===== src/rtl/m2_pixel_block_fetch_pkg.sv =====
// Shared constants and types for the encoder-side 8x8 pixel block fetcher.
package m2_pixel_block_fetch_pkg;

    localparam int unsigned ADDR_W          = 18;
    localparam int unsigned DP_ADDR_W       = 7;
    localparam int unsigned INDEX_W         = 12;

    localparam logic [17:0] Y_BASE_DEF      = 18'd0;
    localparam logic [17:0] U_BASE_DEF      = 18'd38400;
    localparam logic [17:0] V_BASE_DEF      = 18'd57600;

    localparam int unsigned Y_WPR           = 160;
    localparam int unsigned UV_WPR          = 80;
    localparam int unsigned Y_COLS          = 40;
    localparam int unsigned UV_COLS         = 20;
    localparam int unsigned ROWS            = 30;
    localparam int unsigned TOTAL_BLOCKS    = 2400;
    localparam int unsigned WORDS_PER_BLOCK = 32;

    typedef enum logic [2:0] {
        ST_IDLE,
        ST_ISSUE,
        ST_DRAIN,
        ST_PUBLISH,
        ST_WAIT_RELEASE
    } state_t;

    typedef enum logic [1:0] {
        SEG_Y,
        SEG_U,
        SEG_V,
        SEG_END
    } seg_t;

    // Pixel to DCT input: zero-extended, or (p - 128) sign-extended (p ^ 0x80 as signed byte).
    function automatic logic [31:0] pixel_value(input logic [7:0] p, input logic shift);
        return shift ? {{25{~p[7]}}, p[6:0]} : {24'd0, p};
    endfunction

endpackage


===== src/rtl/m2_block_addr_gen.sv =====
// Block walker: seg/brow/bcol and r/k counters, SRAM word address and DPRAM address pair.
module m2_block_addr_gen
    import m2_pixel_block_fetch_pkg::*;
#(
    parameter logic [17:0] Y_BASE = Y_BASE_DEF,
    parameter logic [17:0] U_BASE = U_BASE_DEF,
    parameter logic [17:0] V_BASE = V_BASE_DEF
)(
    input  logic                 Clock,
    input  logic                 Resetn,
    input  logic                 issue,
    input  logic                 clear,
    input  logic                 buf_sel,
    output logic [ADDR_W-1:0]    sram_address,
    output logic [DP_ADDR_W-1:0] dp_address_a,
    output logic [DP_ADDR_W-1:0] dp_address_b,
    output logic [INDEX_W-1:0]   block_num
);

    logic [2:0]        r;
    logic [1:0]        k;
    logic [5:0]        bcol;
    logic [4:0]        brow;
    seg_t              seg;

    logic [ADDR_W-1:0] wpr_c;
    logic [ADDR_W-1:0] base_c;
    logic [ADDR_W-1:0] addr_c;
    logic [5:0]        last_col_c;

    // Address of the word (r,k) of the current block.
    always_comb begin
        wpr_c      = (seg == SEG_Y) ? 18'(Y_WPR) : 18'(UV_WPR);
        last_col_c = (seg == SEG_Y) ? 6'(Y_COLS - 1) : 6'(UV_COLS - 1);
        case (seg)
            SEG_Y:   base_c = Y_BASE;
            SEG_U:   base_c = U_BASE;
            default: base_c = V_BASE;
        endcase
        addr_c = base_c + 18'(brow) * (wpr_c << 3) + 18'({bcol, 2'b00})
               + 18'(r) * wpr_c + 18'(k);
    end

    // Issue one word per cycle; the last word of a block steps the block grid.
    always_ff @(posedge Clock or negedge Resetn) begin
        if (!Resetn) begin
            sram_address <= '0;
            dp_address_a <= '0;
            dp_address_b <= '0;
            block_num    <= '0;
            r            <= '0;
            k            <= '0;
            bcol         <= '0;
            brow         <= '0;
            seg          <= SEG_Y;
        end else if (clear) begin
            block_num    <= '0;
            r            <= '0;
            k            <= '0;
            bcol         <= '0;
            brow         <= '0;
            seg          <= SEG_Y;
        end else if (issue) begin
            sram_address <= addr_c;
            dp_address_a <= {buf_sel, r, k, 1'b0};
            dp_address_b <= {buf_sel, r, k, 1'b1};
            k            <= k + 2'd1;
            if (k == 2'd3) begin
                r <= r + 3'd1;
                if (r == 3'd7) begin
                    block_num <= block_num + 12'd1;
                    if (bcol == last_col_c) begin
                        bcol <= '0;
                        if (brow == 5'(ROWS - 1)) begin
                            brow <= '0;
                            seg  <= seg_t'(seg + 2'd1);
                        end else begin
                            brow <= brow + 5'd1;
                        end
                    end else begin
                        bcol <= bcol + 6'd1;
                    end
                end
            end
        end
    end

endmodule


===== src/rtl/m2_pixel_block_fetch.sv =====
// Fetches 8x8 YUV blocks from SRAM, unpacks pixel pairs into DPRAM, hands blocks to the FDCT.
// Build macro M2_FETCH_PINGPONG_EN: two DPRAM halves so the next block is fetched while one
// is presented; otherwise a single half at 0-63 with strictly sequential fetch/present.
module m2_pixel_block_fetch
    import m2_pixel_block_fetch_pkg::*;
#(
    parameter logic [17:0] Y_BASE      = Y_BASE_DEF,
    parameter logic [17:0] U_BASE      = U_BASE_DEF,
    parameter logic [17:0] V_BASE      = V_BASE_DEF,
    parameter int unsigned LEVEL_SHIFT = 0
)(
    input  logic                 Clock,
    input  logic                 Resetn,
    input  logic                 Enable,
    output logic [ADDR_W-1:0]    SRAM_address,
    input  logic [15:0]          SRAM_read_data,
    output logic                 SRAM_we_n,
    output logic [DP_ADDR_W-1:0] DP_address_a,
    output logic [DP_ADDR_W-1:0] DP_address_b,
    output logic [31:0]          DP_write_data_a,
    output logic [31:0]          DP_write_data_b,
    output logic                 DP_we_a,
    output logic                 DP_we_b,
    output logic                 Block_valid,
    input  logic                 Block_release,
    output logic [INDEX_W-1:0]   Block_index,
    output logic                 Buf_sel,
    output logic                 Busy,
    output logic                 Frame_done
);

    localparam logic SHIFT = 1'(LEVEL_SHIFT != 0);

    state_t                    state;
    logic [4:0]                cnt;
    logic [1:0]                full;
    logic                      rd_buf;
    logic                      wr_buf;
    logic [1:0][INDEX_W-1:0]   idx;

    logic                      v1;
    logic [DP_ADDR_W-1:0]      a1_a;
    logic [DP_ADDR_W-1:0]      a1_b;

    logic [DP_ADDR_W-1:0]      ag_dp_a;
    logic [DP_ADDR_W-1:0]      ag_dp_b;
    logic [INDEX_W-1:0]        ag_block_num;

    logic                      wait_st_c;
    logic                      release_c;
    logic                      fetch_done_c;
    logic                      all_fetched_c;
    logic                      free_c;
    logic                      start_c;
    logic                      issue_c;
    logic                      finish_c;
    logic [1:0]                full_nxt_c;
    logic                      rd_nxt_c;
    logic                      wr_nxt_c;

    assign SRAM_we_n = 1'b1;

    m2_block_addr_gen #(
        .Y_BASE (Y_BASE),
        .U_BASE (U_BASE),
        .V_BASE (V_BASE)
    ) u_addr_gen (
        .Clock        (Clock),
        .Resetn       (Resetn),
        .issue        (issue_c),
        .clear        (finish_c),
        .buf_sel      (wr_buf),
        .sram_address (SRAM_address),
        .dp_address_a (ag_dp_a),
        .dp_address_b (ag_dp_b),
        .block_num    (ag_block_num)
    );

    // Handshake decisions: flag updates, fetch start, frame completion.
    always_comb begin
        wait_st_c     = (state == ST_PUBLISH) || (state == ST_WAIT_RELEASE);
        release_c     = Block_release && Block_valid;
        fetch_done_c  = (state == ST_DRAIN) && (cnt == 5'd1);
        all_fetched_c = (ag_block_num == 12'(TOTAL_BLOCKS));
        full_nxt_c    = full;
        if (release_c) begin
            full_nxt_c[rd_buf] = 1'b0;
        end
        if (fetch_done_c) begin
            full_nxt_c[wr_buf] = 1'b1;
        end
        free_c   = !full[wr_buf] || (release_c && (rd_buf == wr_buf));
        start_c  = ((state == ST_IDLE) && Enable) || (wait_st_c && !all_fetched_c && free_c);
        issue_c  = start_c || ((state == ST_ISSUE) && (cnt != 5'(WORDS_PER_BLOCK - 1)));
        finish_c = wait_st_c && all_fetched_c && (full_nxt_c == 2'b00);
    end

`ifdef M2_FETCH_PINGPONG_EN
    assign rd_nxt_c = rd_buf ^ release_c;
    assign wr_nxt_c = wr_buf ^ fetch_done_c;
`else
    assign rd_nxt_c = 1'b0;
    assign wr_nxt_c = 1'b0;
`endif

    // Fetch sequencer: IDLE -> ISSUE(32) -> DRAIN(2) -> PUBLISH -> WAIT_RELEASE.
    always_ff @(posedge Clock or negedge Resetn) begin
        if (!Resetn) begin
            state      <= ST_IDLE;
            cnt        <= '0;
            Busy       <= 1'b0;
            Frame_done <= 1'b0;
        end else begin
            Frame_done <= 1'b0;
            case (state)
                ST_IDLE: begin
                    if (Enable) begin
                        state <= ST_ISSUE;
                        cnt   <= '0;
                        Busy  <= 1'b1;
                    end
                end
                ST_ISSUE: begin
                    if (cnt == 5'(WORDS_PER_BLOCK - 1)) begin
                        state <= ST_DRAIN;
                        cnt   <= '0;
                    end else begin
                        cnt <= cnt + 5'd1;
                    end
                end
                ST_DRAIN: begin
                    if (cnt == 5'd1) begin
                        state <= ST_PUBLISH;
                        cnt   <= '0;
                    end else begin
                        cnt <= cnt + 5'd1;
                    end
                end
                ST_PUBLISH, ST_WAIT_RELEASE: begin
                    if (finish_c) begin
                        state      <= ST_IDLE;
                        Busy       <= 1'b0;
                        Frame_done <= 1'b1;
                    end else if (start_c) begin
                        state <= ST_ISSUE;
                        cnt   <= '0;
                    end else begin
                        state <= ST_WAIT_RELEASE;
                    end
                end
                default: state <= ST_IDLE;
            endcase
        end
    end

    // Buffer full flags and the presented-block outputs.
    always_ff @(posedge Clock or negedge Resetn) begin
        if (!Resetn) begin
            full        <= '0;
            rd_buf      <= 1'b0;
            wr_buf      <= 1'b0;
            idx         <= '0;
            Block_valid <= 1'b0;
            Block_index <= '0;
            Buf_sel     <= 1'b0;
        end else begin
            full   <= full_nxt_c;
            rd_buf <= rd_nxt_c;
            wr_buf <= wr_nxt_c;
            if (start_c) begin
                idx[wr_buf] <= ag_block_num;
            end
            Block_valid <= full_nxt_c[rd_nxt_c];
            Block_index <= idx[rd_nxt_c];
            Buf_sel     <= rd_nxt_c;
        end
    end

    // Two-stage address-to-data pipe; SRAM data for word n lands with its DP address in cycle n+2.
    always_ff @(posedge Clock or negedge Resetn) begin
        if (!Resetn) begin
            v1              <= 1'b0;
            a1_a            <= '0;
            a1_b            <= '0;
            DP_we_a         <= 1'b0;
            DP_we_b         <= 1'b0;
            DP_address_a    <= '0;
            DP_address_b    <= '0;
            DP_write_data_a <= '0;
            DP_write_data_b <= '0;
        end else begin
            v1      <= (state == ST_ISSUE);
            a1_a    <= ag_dp_a;
            a1_b    <= ag_dp_b;
            DP_we_a <= v1;
            DP_we_b <= v1;
            if (v1) begin
                DP_address_a    <= a1_a;
                DP_address_b    <= a1_b;
                DP_write_data_a <= pixel_value(SRAM_read_data[15:8], SHIFT);
                DP_write_data_b <= pixel_value(SRAM_read_data[7:0], SHIFT);
            end
        end
    end

endmodule


===== config.mk =====
export PLATFORM = sky130hd
export DESIGN_NAME = m2_pixel_block_fetch
export DESIGN_NICKNAME = d
export VERILOG_FILES = /design/src/rtl/m2_pixel_block_fetch_pkg.sv /design/src/rtl/m2_block_addr_gen.sv /design/src/rtl/m2_pixel_block_fetch.sv
export SDC_FILE = /design/constraint.sdc
export NUM_CORES = 1
export LEC_CHECK = 0
export ABC_AREA = 1
export ABC_CLOCK_PERIOD_IN_PS = 14100
export BUFFER_PORTS_ARGS = -buffer_cell sky130_fd_sc_hd__buf_2
export CAP_MARGIN = 40
export CORE_UTILIZATION = 44
export DETAILED_ROUTE_END_ITERATION = 6
export GPL_ROUTABILITY_DRIVEN = 0
export PLACE_DENSITY = 0.72
export SLEW_MARGIN = 20
export SYNTH_ARGS = -nofsm -noshare
export SYNTH_HDL_FRONTEND = slang
export SYNTH_HIERARCHICAL = 1
export SYNTH_SLANG_ARGS = --single-unit

===== constraint.sdc =====
create_clock -name Clock -period 14.1 [get_ports Clock]
set_clock_uncertainty 0.2 [all_clocks]
set_input_delay 1.41 -clock Clock [delete_from_list [all_inputs] [get_ports Clock]]
set_output_delay 1.41 -clock Clock [all_outputs]
set_load 0.02 [all_outputs]

Yosys cells after proc, flatten, opt, wreduce, memory -nomap -nowiden
Index checks and enable logic that the tools add are counted.

cells by class
  add/subtract/negate cells = 11
  multipliers = 2
  equality and inequality tests = 19
  muxes and demuxes = 48
  bitwise gates (word level) = 1
  reduce and logical (&&, ||, !) cells = 33

operators by type and width
  operator                                                          count
  5-bit two-way mux                                                 11
  12-bit two-way mux                                                4
  6-bit two-way mux                                                 6
  16-bit case mux with 2 select lines                               1
  3-bit two-way mux                                                 8
  5-bit case mux with 4 select lines                                1
  16-bit by 18-bit adder with 18-bit output                         1
  18-bit adder                                                      1
  18-bit by 2-bit adder with 18-bit output                          1
  18-bit by 8-bit adder with 18-bit output                          1
  3-bit by 18-bit multiplier with 18-bit output                     1
  2-bit two-way mux                                                 8
  5-bit by 15-bit multiplier with 15-bit output                     1
  12-bit by 1-bit adder with 12-bit output (second input constant)  1
  12-bit == test (second input constant)                            1
  3-bit case mux with 4 select lines                                1
  2-bit nonzero test                                                6
  5-bit by 1-bit adder with 5-bit output (second input constant)    2
  5-bit == test (second input constant)                             2
  3-bit AND reduction                                               3
  1-bit logical AND                                                 8
  8-bit two-way mux                                                 1
  2-bit != test (second input constant)                             4
  4-bit AND reduction                                               2
  23 further kinds                                                  38

storage, ports and cells
  bits in registers = 136

Depth between registers and ports, before layout
Gate-level depths: netlist of run 1.

  depth in word-level cells = 8
  gate-level depth with buffers = 26

Modules after synthesis
The synthesis of run 1 kept the hierarchy.

by module, submodules not included
  module                times used  cells an instance  area each (sq um)
  m2_block_addr_gen     1           534                4105.2
  m2_pixel_block_fetch  1           295                3448.3

Worst setup path after synthesis of run 1
OpenSTA, ideal clock, no wires.

  path kind = register to register
  start point = register u_addr_gen.seg[0]
  end point = register u_addr_gen.sram_address[16]
  arrival = 4171 ps
  data required time = 13783 ps
  path slack = 9612 ps
  cell stages (with the launch flop) = 24
  buffers on the path = 2
  period minus slack after synthesis = 4488 ps
  cell sequence = dfrtp_1 inv_1 ha_1 buf_6 clkbuf_1 nor2_1 ha_1 inv_1 fa_1 inv_1 ha_1 ha_1 a21o_1 nand2_1 nand3_1 xor2_1 ha_1 ha_1 nand2_1 inv_1 a21oi_1 nand4_1 nand3_1 nand2_1

between the ends
  word-level cells in the longest chain between the ends = 7
  elaborated cells on any way between the ends = 10
  classes of those cells = 4 x add/sub; 2 x mul; 1 x eq/ne; 2 x mux; 1 x reduce/logical

ends and longest elaborated chain
  item                                           RTL line                                          text
  start: declaration                             m2_block_addr_gen.sv:24                           seg_t seg;
  start signal: assignment                       m2_block_addr_gen.sv:76                           seg <= seg_t'(seg + 2'd1);
  2-bit zero test                                m2_block_addr_gen.sv:33, m2_block_addr_gen.sv:35
  8-bit two-way mux                              m2_block_addr_gen.sv:33                           wpr_c = (seg == SEG_Y) ? 18'(Y_WPR) : 18'(UV_WPR);
  5-bit by 15-bit multiplier with 15-bit output  m2_block_addr_gen.sv:40                           addr_c = base_c + 18'(brow) * (wpr_c << 3) + 18'({bcol, 2'b00})
  16-bit by 18-bit adder with 18-bit output      m2_block_addr_gen.sv:40
  18-bit by 8-bit adder with 18-bit output       m2_block_addr_gen.sv:40
  18-bit adder *                                 m2_block_addr_gen.sv:41                           + 18'(r) * wpr_c + 18'(k);
  18-bit by 2-bit adder with 18-bit output *     m2_block_addr_gen.sv:41
  end signal: assignment                         m2_block_addr_gen.sv:64                           sram_address <= addr_c;
  end: declaration                               m2_block_addr_gen.sv:14                           output logic [ADDR_W-1:0] sram_address,

Mark *: on every way between the ends. The rest lies on a longest branch, timed or not.
A chain may end at the register's enable or synchronous reset.

Worst setup path in the final report of run 1
Ends and elaborated chain as after synthesis.

==> results.sh, run 1 <==
export IMPL_status="finished, final reports clean"
export IMPL_cp_slowest_cell="fa_1"
export IMPL_cp_max_fo=17
export IMPL_wirelength_um=13400
export IMPL_yosys_area_top_type="dfrtp_1"
export IMPL_postCtsSetupBuffers=0
export IMPL_slowest_delay_ns=0.53
export IMPL_syn_avg_cell_area_um2=9.11
export IMPL_ys_flop_type="dfrtp_1"
export IMPL_synth_cells=829
export IMPL_hold_viol_final=0
export IMPL_synth_warnings=6
export IMPL_vias=5258
export IMPL_avgViaCountPerCell=4.61
export IMPL_die_h_um=133
export IMPL_die_w_um=133
export IMPL_path_cells="inv_1 -> ha_1 -> inv_4 -> nand2_1 -> o21ai_0 -> ha_1 -> inv_1 -> fa_1 -> inv_1 -> ha_1 -> ha_1 -> a21o_1 -> nand2_1 -> nand3_1 -> xor2_1 -> ha_1 -> ha_1 -> nand2_1 -> inv_1 -> a21oi_1 -> nand4_1 -> nand3_1 -> nand2_1"
export IMPL_post_drt_wl_per_cell_um=11.7
export IMPL_clkTransAtPathRegs_ns=0.06
export IMPL_io_pins=135
export IMPL_hold_path_class="register to register"
export IMPL_power_leakage_nw=4.53
export IMPL_fin_tns_setup_ns=0
export IMPL_final_period_utilization_pct=35.4
export IMPL_post_route_min_period_ns=4.99
export IMPL_power_mw=1.69
export IMPL_cts_tree="yes"
export IMPL_dp_hpwl_um=9620
export IMPL_grt_pass1_vias=4949
export IMPL_postCtsResizedCells=0
export IMPL_portBuffers=84
export IMPL_area_growth_pct=11.6
export IMPL_yosysUniqueCellTypes=41
export IMPL_clock_tree_root_cell="clkbuf_16"
export IMPL_peakVddDrop_v=0.000121
export IMPL_crit_required_ns=14.20
export IMPL_ys_ff_latch=134
export IMPL_drv_slew=0
export IMPL_die_area_mm2=0.0177
export IMPL_fillers=1566
export IMPL_numCtsBuffers=17
export IMPL_tightest_slew_ns=0.639
export IMPL_synth_area_mm2=0.00755
export IMPL_dr_pass1_iters=4
export IMPL_critical_path_class="register to register"
export IMPL_track_usage_pct=16.0
export IMPL_cts_htree_levels=4
export IMPL_crit_path_frequent_cell="ha_1"
export IMPL_cp_end_kind="register"
export IMPL_clock_path_buffers=2
export IMPL_holdWs_ns=0.172
export IMPL_synth_area_leaders="dfrtp_1 44%, nand2_1 9.6%, ha_1 7.6%, buf_4 6.1%, inv_1 4.5%"
export IMPL_worstSkewPairLatency_ns=0.42
export IMPL_grt_pass1_wl_um=22800
export IMPL_rsz0062_at_grt="false"
export IMPL_setup_viol=0
export IMPL_ys_seq_area_share_pct=44.4
export IMPL_synth_top_area_share_pct=44.4
export IMPL_synthTopCellsByCount="193 x nand2_1, 134 x dfrtp_1, 91 x inv_1"
export IMPL_cts_sinks=134
export IMPL_max_freq_ghz=0.200
export IMPL_layout_drive_gt1_share_pct=22.6
export IMPL_antenna_found_initial=0
export IMPL_synth_edf_count=0
export IMPL_core_region_area_mm2=0.0167
export IMPL_drv_cap=0
export IMPL_grt_overflow=0
export IMPL_drc=0
export IMPL_synth_most_common_cell="nand2_1"
export IMPL_nNetsFinal=987
export IMPL_cts_hold_fix_buffers=0
export IMPL_grt_start_max_net_pins=69
export IMPL_synthArstFlopShare_pct=100
export IMPL_n_antenna_cell=0
export IMPL_row_count=47
export IMPL_arrival_ns=5.10
export IMPL_drt_iter0_markers=259
export IMPL_start_util_pct=45.2
export IMPL_p_per_area_mw_per_mm2=201
export IMPL_antenna_left=0
export IMPL_relSlewSlack_pct=57.4
export IMPL_startpoint_type="register"
==> per-stage QoR <==
stage	setup WS (ns)	util [%]	std cells	area, µm²
2_1_floorplan	9.61	-	883	7760
4_1_cts	9.12	50.3	1139	8400
5_1_grt	8.77	50.5	1140	8430
6_report	9.11	50.5	1140	8430
3_5_place_dp	9.13	47.1	1108	7870
3_3_place_gp	9.25	47.1	1108	7870
==> flip-flops by register name, summed over array words and instances (netlist names), 2 cells and up <==
signal                   count
cnt                          5
u_addr_gen/block_num        12
a1_a                         7
u_addr_gen/seg               2
a1_b                         7
Block_index                 12
DP_write_data_a              8
DP_write_data_b              8
state                        3
DP_address_a                 7
u_addr_gen/k                 2
u_addr_gen/r                 3
u_addr_gen/dp_address_b      4
u_addr_gen/bcol              6
u_addr_gen/sram_address     18
idx                         12
DP_address_b                 7
u_addr_gen/brow              5
==> final timing paths <==
path                                             from                          end  slack [ns]  cells after the start
max reg2reg                         u_addr_gen/seg[0]  u_addr_gen/sram_address[16]        9.11                     23
min reg2reg                u_addr_gen/dp_address_b[0]                      a1_b[0]        0.17                      0
min in group asynchronous                      Resetn           u_addr_gen/brow[4]        0.77                      1
min                        u_addr_gen/dp_address_b[0]                      a1_b[0]        0.17                      0
max                                 u_addr_gen/seg[0]  u_addr_gen/sram_address[16]        9.11                     23
max in group asynchronous                      Resetn           DP_write_data_a[3]       12.01                      3
==> power breakdown <==
part	total (mW)	internal, mW	switching (mW)
clock	0.393	0.224	0.169
sequential	0.624	0.531	0.0930
combinational	0.676	0.247	0.429
total	1.69	1.00	0.691
==> cells by family after synthesis <==
group | count (synthesis) | synth area share [%]
AOI/OAI and AO/OA | 59 | 4.87
xor gates and xnor gates | 11 | 1.28
adders and majority gates | 59 | 11.1
buffers and inverters | 182 | 13.1
DFF | 134 | 44.4
muxes | 30 | 4.47
other | 4 | 0.199
and+or+nand+nor | 350 | 20.6
==> worst max-delay path: cells and delay by family, from the launching register on <==
family / cells / cell delay [ns]
and+or+nand+nor: 7 / 0.61
xor gates and xnor gates: 1 / 0.15
adders and majority gates: 7 / 2.66
buffers and inverters: 5 / 0.31
DFF: 1 / 0.41
AOI/OAI and AO/OA: 3 / 0.54
==> layer usage <==
metal / vias to the layer above / share of wire, % / GRT usage [%]
met5: - / 0 / 0
met4: 0 / 1.4 / 6.70
met3: 14 / 4.1 / 3.41
met2: 107 / 48 / 25.5
met1: 2468 / 47 / 21.3
li1: 2669 / - / -
==> cell usage in the layout (no fill, tap or decap), drive strengths merged, types with 3 or more instances in the layout <==
cell type / synthesis / layout
ha: 46 / 46
buf: 74 / 87
or2: 4 / 4
inv: 100 / 103
xor2: 8 / 8
clkinvlp: 0 / 6
conb: 4 / 58
xnor2: 3 / 3
clkinv: 1 / 6
nor2: 64 / 64
clkbuf: 7 / 17
nand4: 18 / 18
nand3b: 4 / 4
nor3: 7 / 7
a21oi: 20 / 20
dfrtp: 134 / 134
nand3: 45 / 45
nand2: 207 / 207
fa: 13 / 13
mux2: 30 / 30
o21ai: 31 / 31
==> final cells by class <==
cell class | instances | area [µm²] | area share (%)
Inverter | 101 | 385 | 4.57
Tap cell | 220 | 275 | 3.27
Clock buffer | 17 | 425 | 5.05
Timing Repair Buffer | 87 | 469 | 5.57
Multi-Input combinational cell | 567 | 3410 | 40.5
Sequential cell | 134 | 3350 | 39.8
Clock inverter | 14 | 104 | 1.23
Note: power is estimated with default switching activity, not from simulation.
==> run 2, diff against run 1 <==
Settings changed: ABC_CLOCK_PERIOD_IN_PS 14100 to 4700.
Clock period 14.1 ns to 4.7 ns, I/O delays scaled along.
==> results.sh, run 2 (synthesis results as in run 1) <==
export IMPL_crit_required_ns=4.80
export IMPL_antenna_left=0
export IMPL_max_freq_ghz=0.225
export IMPL_grt_pass1_wl_um=23800
export IMPL_numCtsBuffers=17
export IMPL_setup_ws_ns=0.263
export IMPL_rsz0062_at_grt="false"
export IMPL_clock_path_buffers=2
export IMPL_fillers=1494
export IMPL_slowest_delay_ns=0.52
export IMPL_peakVddDrop_v=0.000348
export IMPL_fin_tns_setup_ns=0
export IMPL_dp_hpwl_um=9920
export IMPL_path_cells="inv_1 -> ha_4 -> inv_4 -> nand2_1 -> o21ai_0 -> ha_1 -> inv_1 -> fa_1 -> inv_1 -> ha_1 -> ha_4 -> a21o_1 -> nand2_1 -> nand3_1 -> xor2_1 -> ha_1 -> ha_4 -> nand2_1 -> nor2_1 -> nand3_1 -> nand3_1 -> nand2_1 -> nand3_1 -> nand2_1"
export IMPL_crit_path_frequent_cell="nand2_1"
export IMPL_drt_iter0_markers=229
export IMPL_drv_cap=0
export IMPL_setup_viol=0
export IMPL_startpoint_type="register"
export IMPL_wirelength_um=14000
export IMPL_cts_tree="yes"
export IMPL_cts_htree_levels=4
export IMPL_clkTransAtPathRegs_ns=0.06
export IMPL_row_count=47
export IMPL_dr_pass1_iters=4
export IMPL_worstSkewPairLatency_ns=0.42
export IMPL_final_common_cell="nand2_1"
export IMPL_avgViaCountPerCell=4.67
export IMPL_vias=5349
export IMPL_grt_overflow=0
export IMPL_power_leakage_nw=4.63
export IMPL_drc=0
export IMPL_critical_path_class="register to register"
export IMPL_relSlewSlack_pct=63.4
export IMPL_track_usage_pct=16.9
export IMPL_cts_sinks=134
export IMPL_die_w_um=133
export IMPL_pre_cts_ws_ns=0.0576
export IMPL_cp_max_fo=6
export IMPL_largest_register_ffs=18
export IMPL_regMostFlops="u_addr_gen/sram_address"
export IMPL_fin_util_pct=52.0
export IMPL_tightest_slew_ns=0.550
export IMPL_cp_slowest_cell="fa_1"
export IMPL_io_pins=135
export IMPL_layout_drive_gt1_share_pct=23.8
export IMPL_post_route_min_period_ns=4.44
export IMPL_drv_slew=0
export IMPL_start_util_pct=45.2
export IMPL_hold_path_class="primary input to register"
export IMPL_die_h_um=133
export IMPL_cp_top_family="adder cells"
export IMPL_area_growth_pct=15.0
export IMPL_grt_start_max_net_pins=57
export IMPL_die_area_mm2=0.0177
export IMPL_hold_viol_final=0
export IMPL_rr_startpoint="u_addr_gen/seg[0]"
export IMPL_nNetsFinal=992
export IMPL_post_drt_wl_per_cell_um=12.2
export IMPL_status="finished, final reports clean"
export IMPL_worstHoldStart="SRAM_read_data[13]"
export IMPL_p_per_area_mw_per_mm2=625
export IMPL_final_period_utilization_pct=94.4
export IMPL_layout_common_cells="193 x nand2_1, 134 x dfrtp_1, 91 x inv_1, 83 x buf_2, 58 x conb_1"
export IMPL_n_antenna_cell=0
export IMPL_cp_end_kind="register"
export IMPL_core_region_area_mm2=0.0167
export IMPL_arrival_ns=4.54
export IMPL_startpoint="u_addr_gen/seg[0]"
export IMPL_antenna_found_initial=0
export IMPL_grt_pass1_vias=5024
export IMPL_portBuffers=84
export IMPL_clock_tree_root_cell="clkbuf_16"
export IMPL_critPathBufInv=4
run 2: worst paths after layout:
check	endpoint	slack [ns]	cells past startpoint
max	u_addr_gen/sram_address[16]	0.26	24
min in group asynchronous	u_addr_gen/brow[0]	0.38	2
min reg2reg	a1_b[0]	0.18	0
max in group asynchronous	DP_address_b[6]	3.14	3
min	DP_write_data_a[5]	0.08	2
max reg2reg	u_addr_gen/sram_address[16]	0.26	24
run 2: layout make-up:
cell class                      instances  area [µm²]  area share [%]
Timing Repair Buffer                   92         509            5.86
Sequential cell                       134        3350            38.6
Multi-Input combinational cell        567        3490            40.2
Clock buffer                           17         425            4.90
Clock inverter                         15         249            2.87
Tap cell                              220         275            3.17
Inverter                              101         385            4.44
run 2: report_power, final:
| group | internal [mW] | leakage (nW) | switching [mW] | total (mW) |
|---|---|---|---|---|
| Sequential | 1.59 | 1.66 | 0.255 | 1.85 |
| Clock | 1.00 | 0.330 | 0.510 | 1.51 |
| Combinational | 0.748 | 2.64 | 1.32 | 2.07 |
| Total | 3.34 | 4.63 | 2.09 | 5.43 |
run 2: layer usage:
layer	up-vias	part of all wire [%]	track usage, %	wire (µm)
met2	123	50	27.4	6990
li1	2692	-	-	-
met4	0	1.3	5.49	184
met1	2521	45	21.7	6250
met3	13	4.1	4.60	579
met5	-	0	0	0
run 2: repair_timing:
action / in CTS / in global routing
hold buffers: 1 / 0
endpoints found under the hold margin: 54 / 0
setup buffers: 0 / 1
setup endpoints to repair: 0 / 5
gates resized for setup: 0 / 10
run 2: stage by stage:
stage / hold WS (ns) / cell area, µm² / power [mW] / instances
finish: 0.0847 / 8690 / 5.43 / 1146
global route: 0.0705 / 8690 / 5.83 / 1146
CTS: 0.0666 / 8600 / 5.50 / 1145
detailed placement: 0.162 / 7920 / 3.93 / 1112
global placement: 0.161 / 7890 / 3.87 / 1111
floorplan: -0.0256 / 7760 / 3.48 / 883
